`src/rtl/alu_iter_divider.sv`:
```
// ---------------------------------------------------------------------------
// alu_iter_divider
//
// Multi-cycle restoring divider for the core ALU. It produces a quotient and
// a remainder for the DIV/MOD inputs of the ALU result-select multiplexer.
// The sequencer starts an operation with a one-cycle start pulse. It stalls
// while busy is high and samples the results on the one-cycle done pulse.
//
// Timing: a start accepted in cycle 0 gives done in cycle N+1. A divide by
// zero skips the iterations and gives done in cycle 1.
//
// Ports:
//   clk        system clock, rising edge
//   rst_n      asynchronous active-low reset
//   start      one-cycle request, accepted only in IDLE
//   is_signed  signed-mode select, sampled with start
//   dividend   numerator, sampled with start
//   divisor    denominator, sampled with start
//   busy       high while the iterations are in progress
//   done       one-cycle pulse in the cycle the result registers update
//   quotient   registered quotient, held until the next done
//   remainder  registered remainder, held until the next done
//   div_zero   registered flag, set when the last op had divisor == 0
//
// Optional feature: define ALU_SIGNED_DIV_EN to enable truncating signed
// division when is_signed is high. Without the macro, is_signed is ignored
// and every division is unsigned. The port stays in place in both builds.
// ---------------------------------------------------------------------------
module alu_iter_divider #(
    parameter int N  = 8,
    parameter int CW = $clog2(N + 1)
) (
    input  logic         clk,
    input  logic         rst_n,
    input  logic         start,
    input  logic         is_signed,
    input  logic [N-1:0] dividend,
    input  logic [N-1:0] divisor,
    output logic         busy,
    output logic         done,
    output logic [N-1:0] quotient,
    output logic [N-1:0] remainder,
    output logic         div_zero
);

    typedef enum logic [1:0] {
        IDLE = 2'd0,
        RUN  = 2'd1,
        FIN  = 2'd2
    } state_t;

    state_t state, state_nxt;

    // Control strobes decoded by the FSM.
    logic load;         // accept operands and begin iterating
    logic step;         // perform one restoring step
    logic commit;       // last step: write the fixed-up results
    logic zero_commit;  // divide by zero: write the fixed results

    // Iteration datapath registers.
    logic [N-1:0]  rem_q;      // partial remainder
    logic [N-1:0]  dvd_q;      // dividend bits shifting out, quotient bits shifting in
    logic [N-1:0]  dsr_q;      // divisor magnitude
    logic [CW-1:0] cnt_q;      // remaining iterations
    logic          neg_quo_q;  // negate the quotient at commit
    logic          neg_rem_q;  // negate the remainder at commit

    // ------------------------------------------------------------------
    // Signed-mode operand conditioning
    // ------------------------------------------------------------------
    logic signed_op;

`ifdef ALU_SIGNED_DIV_EN
    assign signed_op = is_signed;
`else
    // The port is still read here, so the unsigned build has no dangling
    // input. The constant zero removes all of the sign logic below.
    assign signed_op = 1'b0 & is_signed;
`endif

    logic         dvd_neg, dsr_neg;
    logic [N-1:0] dvd_mag, dsr_mag;

    assign dvd_neg = signed_op & dividend[N-1];
    assign dsr_neg = signed_op & divisor[N-1];
    // The most-negative value maps to itself. Read as an unsigned magnitude,
    // that is the correct value, so MIN / -1 needs no special case.
    assign dvd_mag = dvd_neg ? (~dividend + N'(1)) : dividend;
    assign dsr_mag = dsr_neg ? (~divisor  + N'(1)) : divisor;

    // ------------------------------------------------------------------
    // One restoring step
    // ------------------------------------------------------------------
    logic [N:0]   rem_sh;
    logic [N:0]   trial;
    logic [N-1:0] rem_step;
    logic [N-1:0] quo_step;
    logic [N-1:0] quo_fix;
    logic [N-1:0] rem_fix;

    // The partial remainder is always below the divisor. The shifted value
    // is therefore below 2*divisor, and an (N+1)-bit trial never overflows.
    // The trial's MSB is its sign.
    assign rem_sh   = {rem_q, dvd_q[N-1]};
    assign trial    = rem_sh - {1'b0, dsr_q};
    assign rem_step = trial[N] ? rem_sh[N-1:0] : trial[N-1:0];
    assign quo_step = {dvd_q[N-2:0], ~trial[N]};

    // The sign fix-up is applied as the results are written. This keeps the
    // registers valid in the same cycle as the done pulse.
    assign quo_fix = neg_quo_q ? (~quo_step + N'(1)) : quo_step;
    assign rem_fix = neg_rem_q ? (~rem_step + N'(1)) : rem_step;

    // ------------------------------------------------------------------
    // FSM: state register
    // ------------------------------------------------------------------
    always_ff @(posedge clk or negedge rst_n) begin
        if (!rst_n) begin
            state <= IDLE;
        end else begin
            // NOTE: clocked state uses non-blocking assignments, so every
            // register samples the values from before the edge.
            state <= state_nxt;
        end
    end

    // ------------------------------------------------------------------
    // FSM: next state and control outputs
    // ------------------------------------------------------------------
    always_comb begin
        // NOTE: every output gets a default first. Without it, a path that
        // skips an assignment infers a latch.
        state_nxt   = state;
        busy        = 1'b0;
        done        = 1'b0;
        load        = 1'b0;
        step        = 1'b0;
        commit      = 1'b0;
        zero_commit = 1'b0;

        unique case (state)
            IDLE: begin
                if (start) begin
                    if (divisor == '0) begin
                        zero_commit = 1'b1;
                        state_nxt   = FIN;
                    end else begin
                        load      = 1'b1;
                        state_nxt = RUN;
                    end
                end
            end
            RUN: begin
                busy = 1'b1;
                step = 1'b1;
                if (cnt_q == CW'(1)) begin
                    commit    = 1'b1;
                    state_nxt = FIN;
                end
            end
            FIN: begin
                // A start seen here is dropped. The next request is taken
                // in the following IDLE cycle.
                done      = 1'b1;
                state_nxt = IDLE;
            end
            default: state_nxt = IDLE;
        endcase
    end

    // ------------------------------------------------------------------
    // Datapath and result registers
    // ------------------------------------------------------------------
    always_ff @(posedge clk or negedge rst_n) begin
        if (!rst_n) begin
            rem_q     <= '0;
            dvd_q     <= '0;
            dsr_q     <= '0;
            cnt_q     <= '0;
            neg_quo_q <= 1'b0;
            neg_rem_q <= 1'b0;
            quotient  <= '0;
            remainder <= '0;
            div_zero  <= 1'b0;
        end else begin
            if (load) begin
                rem_q     <= '0;
                dvd_q     <= dvd_mag;
                dsr_q     <= dsr_mag;
                cnt_q     <= CW'(N);
                neg_quo_q <= dvd_neg ^ dsr_neg;
                neg_rem_q <= dvd_neg;
            end

            if (step) begin
                rem_q <= rem_step;
                dvd_q <= quo_step;
                cnt_q <= cnt_q - CW'(1);
            end

            if (commit) begin
                quotient  <= quo_fix;
                remainder <= rem_fix;
                div_zero  <= 1'b0;
            end

            if (zero_commit) begin
                quotient  <= '1;
                remainder <= dividend;
                div_zero  <= 1'b1;
            end
        end
    end

endmodule

```
`config.mk`:
```
export PLATFORM = sky130hd
export DESIGN_NAME = alu_iter_divider
export DESIGN_NICKNAME = d
export VERILOG_FILES = /design/src/rtl/alu_iter_divider.sv
export SDC_FILE = /design/constraint.sdc
export NUM_CORES = 1
export LEC_CHECK = 0
export BUFFER_PORTS_ARGS = -buffer_cell sky130_fd_sc_hd__buf_2
export CAP_MARGIN = 10
export CORE_AREA = 10 10 106 108
export DETAILED_ROUTE_END_ITERATION = 16
export DIE_AREA = 0 0 116 118
export PLACE_DENSITY_LB_ADDON = 0.05
export SLEW_MARGIN = 20
export SYNTH_ARGS = -nofsm -noshare
export SYNTH_HDL_FRONTEND = slang
export SYNTH_SLANG_ARGS = --single-unit
```
`constraint.sdc`:
```
create_clock -name clk -period 2.94 [get_ports clk]
set_clock_uncertainty 0.05 [all_clocks]
set_input_delay 0.294 -clock clk [delete_from_list [all_inputs] [get_ports clk]]
set_output_delay 0.294 -clock clk [all_outputs]
set_load 0.1 [all_outputs]
```
==> reports/results.txt, run 1 <==
die width - 116 um
Critical Path End Type - register
startpoint type of the worst setup path - register
root buf cell - clkbuf_8
placed inst area - 2825 um^2
worst slew pin tran - 688.8 ps
endpoints failing setup - 0
Post-Synth XOR/XNOR Area - 1.397%
DR iter-0 viols - 123
die height - 118 um
ranking of synthesized cells by area - dfrtp_1, ha_1, o21ai_0
Yosys top cell by area - dfrtp_1
CTS buffer count - 5
ANT cells - 0
Antenna Violating Nets Remaining - 0
core box area - 9109 um^2
final core occ - 32.35%
adder and majority cell fraction of the synthesized area - 5.788%
H-tree depth - 2
largest family of logic cells by synthesized area - compound AO/OA/AOI/OAI gates
final instance area - 2947 um^2
Critical Path Start - dvd_q[7]
mux contribution to synthesized area - 3.443%
Compound-Gate Fraction of Synth Area - 19.06%
via count - 2001
sequential-to-total area share from yosys stat - 46.91%
final hold violations - 0
drt total wl - 6861 um
cts-stage hold buffer count - 0
Mean Syn Cell Area - 9.356 um^2
layout cells sized above 1 - 20.78%
crit path DAT - 2660 ps
Area Overhead vs Synth - 17.52%
# rows - 35
RSZ-0062 raised after global routing - false
worst setup margin - 416.2 ps
Reg2Reg Depth - 9
YS warnings - 0
Crit Path Max Fanout - 6
hpwl dp - 5047 um
Final TNS setup - 0 ps
initial antenna violation count - 0
first-pass GRT wire length - 11390 um
CP Class - register to register
post-CTS setup buffer count - 0
CTS resizes - 0
EDFF count, synth - 0
Period minus WS final - 2524 ps
Worst Setup EP - remainder[2]
post-DR vias/cell - 4.776
grt total ovfl - 0
reg-to-reg slack, setup - 420 ps
pre-CTS WS - 384.9 ps
Final nets - 338
CTS Sinks - 47
DRC violations left - 0
Final Max Slew Viols - 0
Final GP Congestion - 0.7670
Seq cells post-synth - 47
Fmax - 396.2 MHz
status - finished, final reports clean
Async SR Flop Fraction - 100.0%
fraction of the cycle the final worst path needs - 85.84%
Longest Clk Path Bufs - 2
total of max-cap violations - 0
Relative slew margins - 53.98%
Syn Inst Count - 268
WL/cell - 16.37 um
R2R Path Start - dvd_q[7]
Buffers on Ports - 37
syn nets - 299
TritonCTS clock tree - done
Unique masters post-synth - 45
num ports - 39
Post-Synth Simple-Gate Area - 18.21%
Initial Util - 27.53%
Synth Flop Type - dfrtp_1
Global Route Usage Sum - 10.55%
Hold Path Class - input port to asynchronous set/reset pin
CP Data Required Time - 3080 ps
Synth top area share - 46.91%
die area - 13690 um^2
R2R Path End - remainder[2]
Mapped Area - 2507 um^2
clock-pin slew on the worst setup and hold paths - 100 ps
DRT Pass-1 Iters - 4
number of global-route vias before repair - 2083
largest net degree at the start of global routing - 48
Worst-Skew Late Latency - 310 ps
worst min path at each step:
| stage | start | endpoint | slack [ps] | cells past startpoint |
|---|---|---|---|---|
| finish | rst_n | quotient[7] | 20 | 2 |
| global route | rst_n | quotient[7] | 90 | 2 |
| CTS | rst_n | quotient[7] | 60 | 2 |
| detailed placement | rst_n | quotient[7] | 400 | 2 |
| global placement | rst_n | quotient[7] | 400 | 2 |
| floorplan | rst_n | cnt_q[0] | -50 | 0 |
state kept, by name, summed over array words and instances (netlist names):
signal	flops
rem_q	8
remainder	8
cnt_q	4
dsr_q	8
dvd_q	8
div_zero	1
state	2
quotient	8
worst max-delay path: stages, from the launching register on:
cell and delay [ps]:
dfrtp_1 360, inv_1 90, ha_1 160, inv_1 50, fa_1 420, a211oi_2 260, o211a_1 260, o211a_1 360
mux2i_1 300, o211ai_1 100
per-stage QoR:
stage / std cells / hold WS, ps
4_1_cts: 419 / 59.69
2_1_floorplan: 268 / -51.59
5_1_grt: 419 / 89.60
3_5_place_dp: 411 / 399.4
6_report: 419 / 18.62
3_3_place_gp: 411 / 404.8
layer usage:
metal	track usage [%]	up-vias	wire length, um
met5	0	-	0
met4	2.817	0	65
met3	2.141	7	182
met2	16.74	21	3238
met1	14.04	944	3375
li1	-	1029	-
cell families (layout without fill, tap and decap cells):
| family | Yosys count | in the layout |
|---|---|---|
| AO/OA/AOI/OAI | 72 | 72 |
| XOR/XNOR | 4 | 4 |
| adder cells (fa/ha/maj) | 11 | 11 |
| buffers and inverters | 29 | 69 |
| flip-flops | 47 | 47 |
| multiplexers | 8 | 8 |
| AND/OR/NAND/NOR | 97 | 97 |
synth_stat cells (all sizes together) (7+ instances only):
cell type   n
dfrtp      47
nor2       30
nand2      26
o21ai      24
nand3      21
a21oi      15
inv        15
o211ai     12
ha         10
buf         7
clkbuf      7
o22ai       7
area by class of cell:
| cell class | instances | area (um^2) |
|---|---|---|
| Fill cell | 1009 | 6162 |
| Multi-Input combinational cell | 192 | 1201 |
| Sequential cell | 47 | 1176 |
| Timing Repair Buffer | 46 | 252.7 |
| Tap cell | 111 | 138.9 |
| Clock buffer | 6 | 82.58 |
| Inverter | 15 | 56.30 |
| Clock inverter | 2 | 38.79 |
cell usage in the layout, fill, tap and decap left out, drive strengths merged, types with 3 or more instances in the layout:
master  netlist  layout
ha           10      10
clkbuf        7       6
nor2         30      30
mux2i         6       6
xor2          4       4
dfrtp        47      47
a21oi        15      15
nand3        21      21
inv          15      16
buf           7      46
a211oi        3       3
o211ai       12      12
nor3b         4       4
and3          3       3
nor4          3       3
o22ai         7       7
o21ai        24      24
nand2        26      26
Power of run 1 is not shown: default switching activity piles up to over one toggle a cycle in this logic, so the estimate is an artifact.
==> inputs of run 2 (changes only) <==
--- a/config.mk
+++ b/config.mk
@@ -5,11 +5,12 @@
 export SDC_FILE = /design/constraint.sdc
 export NUM_CORES = 1
 export LEC_CHECK = 0
+export ABC_AREA = 1
 export BUFFER_PORTS_ARGS = -buffer_cell sky130_fd_sc_hd__buf_2
 export CAP_MARGIN = 10
-export CORE_AREA = 10 10 106 108
+export CORE_AREA = 10 10 110 112
 export DETAILED_ROUTE_END_ITERATION = 16
-export DIE_AREA = 0 0 116 118
+export DIE_AREA = 0 0 120 122
 export PLACE_DENSITY_LB_ADDON = 0.05
 export SLEW_MARGIN = 20
 export SYNTH_ARGS = -nofsm -noshare
==> constraint.sdc (replaced) <==
create_clock -name clk -period 3.1 [get_ports clk]
set_clock_uncertainty 0.05 [all_clocks]
set_input_delay 0.31 -clock clk [delete_from_list [all_inputs] [get_ports clk]]
set_output_delay 0.31 -clock clk [all_outputs]
set_load 0.1 [all_outputs]
==> reports/results.txt, run 2 <==
status - finished, final reports clean (unchanged)
RSZ-0062 raised after global routing - false (unchanged)
most frequent cells in the layout - nand2_1, dfrtp_1, inv_1 (was dfrtp_1, buf_2, nor2_1)
CTS Sinks - 47 (unchanged)
Period minus WS final - 2118 ps (was 2524 ps)
syn nets - 359 (was 299)
DR iter-0 viols - 121 (was 123)
final core occ - 31.15% (was 32.35%)
fillers - 1129 (was 1009)
Seq cells post-synth - 47 (unchanged)
# rows - 37 (was 35)
CP Data Required Time - 3250 ps (was 3080 ps)
Yosys top cell by area - dfrtp_1 (unchanged)
Area Overhead vs Synth - 14.46% (was 17.52%)
clock-pin slew on the worst setup and hold paths - 90 ps (was 100 ps)
Hold Path Origin - divisor[0]
DRT Pass-1 Iters - 4 (unchanged)
Synth top area share - 43.02% (was 46.91%)
fraction of the cycle the final worst path needs - 68.33% (was 85.84%)
Mapped Area - 2734 um^2 (was 2507 um^2)
CTS resizes - 0 (unchanged)
most used cell, CP - nand2_1
Final TNS setup - 0 ps (unchanged)
hold_ws - 164.3 ps (was 18.62 ps)
post-DR vias/cell - 4.347 (was 4.776)
EDFF count, synth - 0 (unchanged)
Worst-Skew Late Latency - 300 ps (was 310 ps)
number of global-route vias before repair - 2329 (was 2083)
WL/cell - 14.20 um (was 16.37 um)
hpwl dp - 5483 um (was 5047 um)
reg-to-reg slack, setup - 980 ps (was 420 ps)
Longest Clk Path Bufs - 2 (unchanged)
commonest non-fill, non-tap cell in the layout - nand2_1 (was dfrtp_1)
count leader, synth - nand2_1 (was dfrtp_1)
Reg2Reg Depth - 12 (was 9)
Syn Inst Count - 328 (was 268)
total of max-cap violations - 0 (unchanged)
Global Route Usage Sum - 10.28% (was 10.55%)
die area - 14640 um^2 (was 13690 um^2)
Critical Path End Type - register (unchanged)
worst slew pin tran - 492.5 ps (was 688.8 ps)
Final nets - 399 (was 338)
drt total wl - 7171 um (was 6861 um)
die width - 120 um (was 116 um)
Crit Path Max Fanout - 10 (was 6)
CTS buffer count - 5 (unchanged)
ranking of synthesized cells by area - dfrtp_1, nand2_1, nand3_1 (was dfrtp_1, ha_1, o21ai_0)
Unique masters post-synth - 33 (was 45)
DRC violations left - 0 (unchanged)
Mean Syn Cell Area - 8.335 um^2 (was 9.356 um^2)
TritonCTS clock tree - done (unchanged)
endpoints failing setup - 0 (unchanged)
Final GP Congestion - 0.7105 (was 0.7670)
root buf cell - clkbuf_8 (unchanged)
first-pass GRT wire length - 12130 um (was 11390 um)
R2R Path Start - dvd_q[7] (unchanged)
worst path bufs/invs - 2 (unchanged)
Hold Crit Depth - 3
num ports - 39 (unchanged)
CP cell instances - inv_1, ha_1, inv_1, fa_1, nand2_1, nand2_2, nand3_4, nand3_4, nand2_8, nand2_1, nand3_1, nand2_1 (was inv_1, ha_1, inv_1, fa_1, a211oi_2, o211a_1, o211a_1, mux2i_1, o211ai_1)
crit path DAT - 2270 ps (was 2660 ps)
Initial Util - 27.21% (was 27.53%)
startpoint type of the worst setup path - register (unchanged)
critical path's slowest cell - fa_1 (unchanged)
Async SR Flop Fraction - 100.0% (unchanged)
Buffers on Ports - 37 (unchanged)
core box area - 10050 um^2 (was 9109 um^2)
Relative slew margins - 67.17% (was 53.98%)
sequential-to-total area share from yosys stat - 43.02% (was 46.91%)
grt total ovfl - 0 (unchanged)
Antenna Violating Nets Remaining - 0 (unchanged)
via count - 2195 (was 2001)
Worst Hold End - dsr_q[0]
initial antenna violation count - 0 (unchanged)
largest net degree at the start of global routing - 35 (was 48)
Crit path max-delay family - simple AND/OR/NAND/NOR gates (was compound AO/OA/AOI/OAI gates)
R2R Path End - remainder[1] (was remainder[2])
Max stage delay on crit path - 410 ps (was 420 ps)
Fmax - 472.1 MHz (was 396.2 MHz)
Final Max Slew Viols - 0 (unchanged)
Hold Path Class - input port to register (was input port to asynchronous set/reset pin)
ANT cells - 0 (unchanged)
layout cells sized above 1 - 21.41% (was 20.78%)
H-tree depth - 2 (unchanged)
commonest cells in the netlist - nand2_1, dfrtp_1, inv_1 (was dfrtp_1, nor2_1, nand2_1)
Synth Flop Type - dfrtp_1 (unchanged)
die height - 122 um (was 118 um)
final hold violations - 0 (unchanged)
YS warnings - 0 (unchanged)
CP Class - register to register (unchanged)
run 2: routing by layer:
layer	share of wire [%]	GRT usage (%)
met1	52	14.34
met4	0.85	2.489
met2	44	15.82
met5	0	0
met3	3.6	2.220
run 2: logic make-up (layout without fill, tap and decap cells):
group	after synthesis	count (layout)	synth area share (%)
buffers and inverters	54	95	9.016
flip-flops	47	47	43.02
AND/OR/NAND/NOR	177	177	33.32
AO/OA/AOI/OAI	36	36	8.376
XOR/XNOR	3	3	0.9613
adder cells (fa/ha/maj)	11	11	5.309
run 2: layout make-up:
type,count,area (um^2),area share [%]
well taps,136,170.2,5.438
flip-flops and latches,47,1176,37.59
clock inverters,2,12.51,0.3998
repair buffers,40,210.2,6.717
multi-input cells,227,1311,41.90
clock buffers,6,72.57,2.319
inverters,47,176.4,5.638
run 2: how the worst max path moves through the flow:
stage | end | slack [ps] | startpoint | cells past startpoint
floorplan | done | 1050 | state[1] | 2
global placement | remainder[6] | 970 | dvd_q[7] | 12
detailed placement | remainder[6] | 980 | dvd_q[7] | 12
CTS | remainder[6] | 940 | dvd_q[7] | 12
global route | remainder[4] | 790 | dvd_q[7] | 12
finish | remainder[1] | 980 | dvd_q[7] | 12
run 2: repair_timing:
item	4_1_cts	5_1_grt
hold endpoints to repair	13	0
hold buffers	1	0
setup buffers	0	0
setup endpoints to repair	0	0
run 2: tightest hold or removal path, cell delays in order:
cell	delay, ps
buf_2	90
nand2_1	50
nand2_1	40
run 2: per-stage QoR:
stage / worst slack, ps / cells / cell area [um^2]
6_report: 981.6 / 505 / 3129
5_1_grt: 793.9 / 505 / 3129
4_1_cts: 944.9 / 505 / 3129
3_5_place_dp: 977.9 / 496 / 3034
3_3_place_gp: 969.5 / 496 / 3034
2_1_floorplan: 1047 / 328 / 2734
Power of run 2 is left out for the same reason.
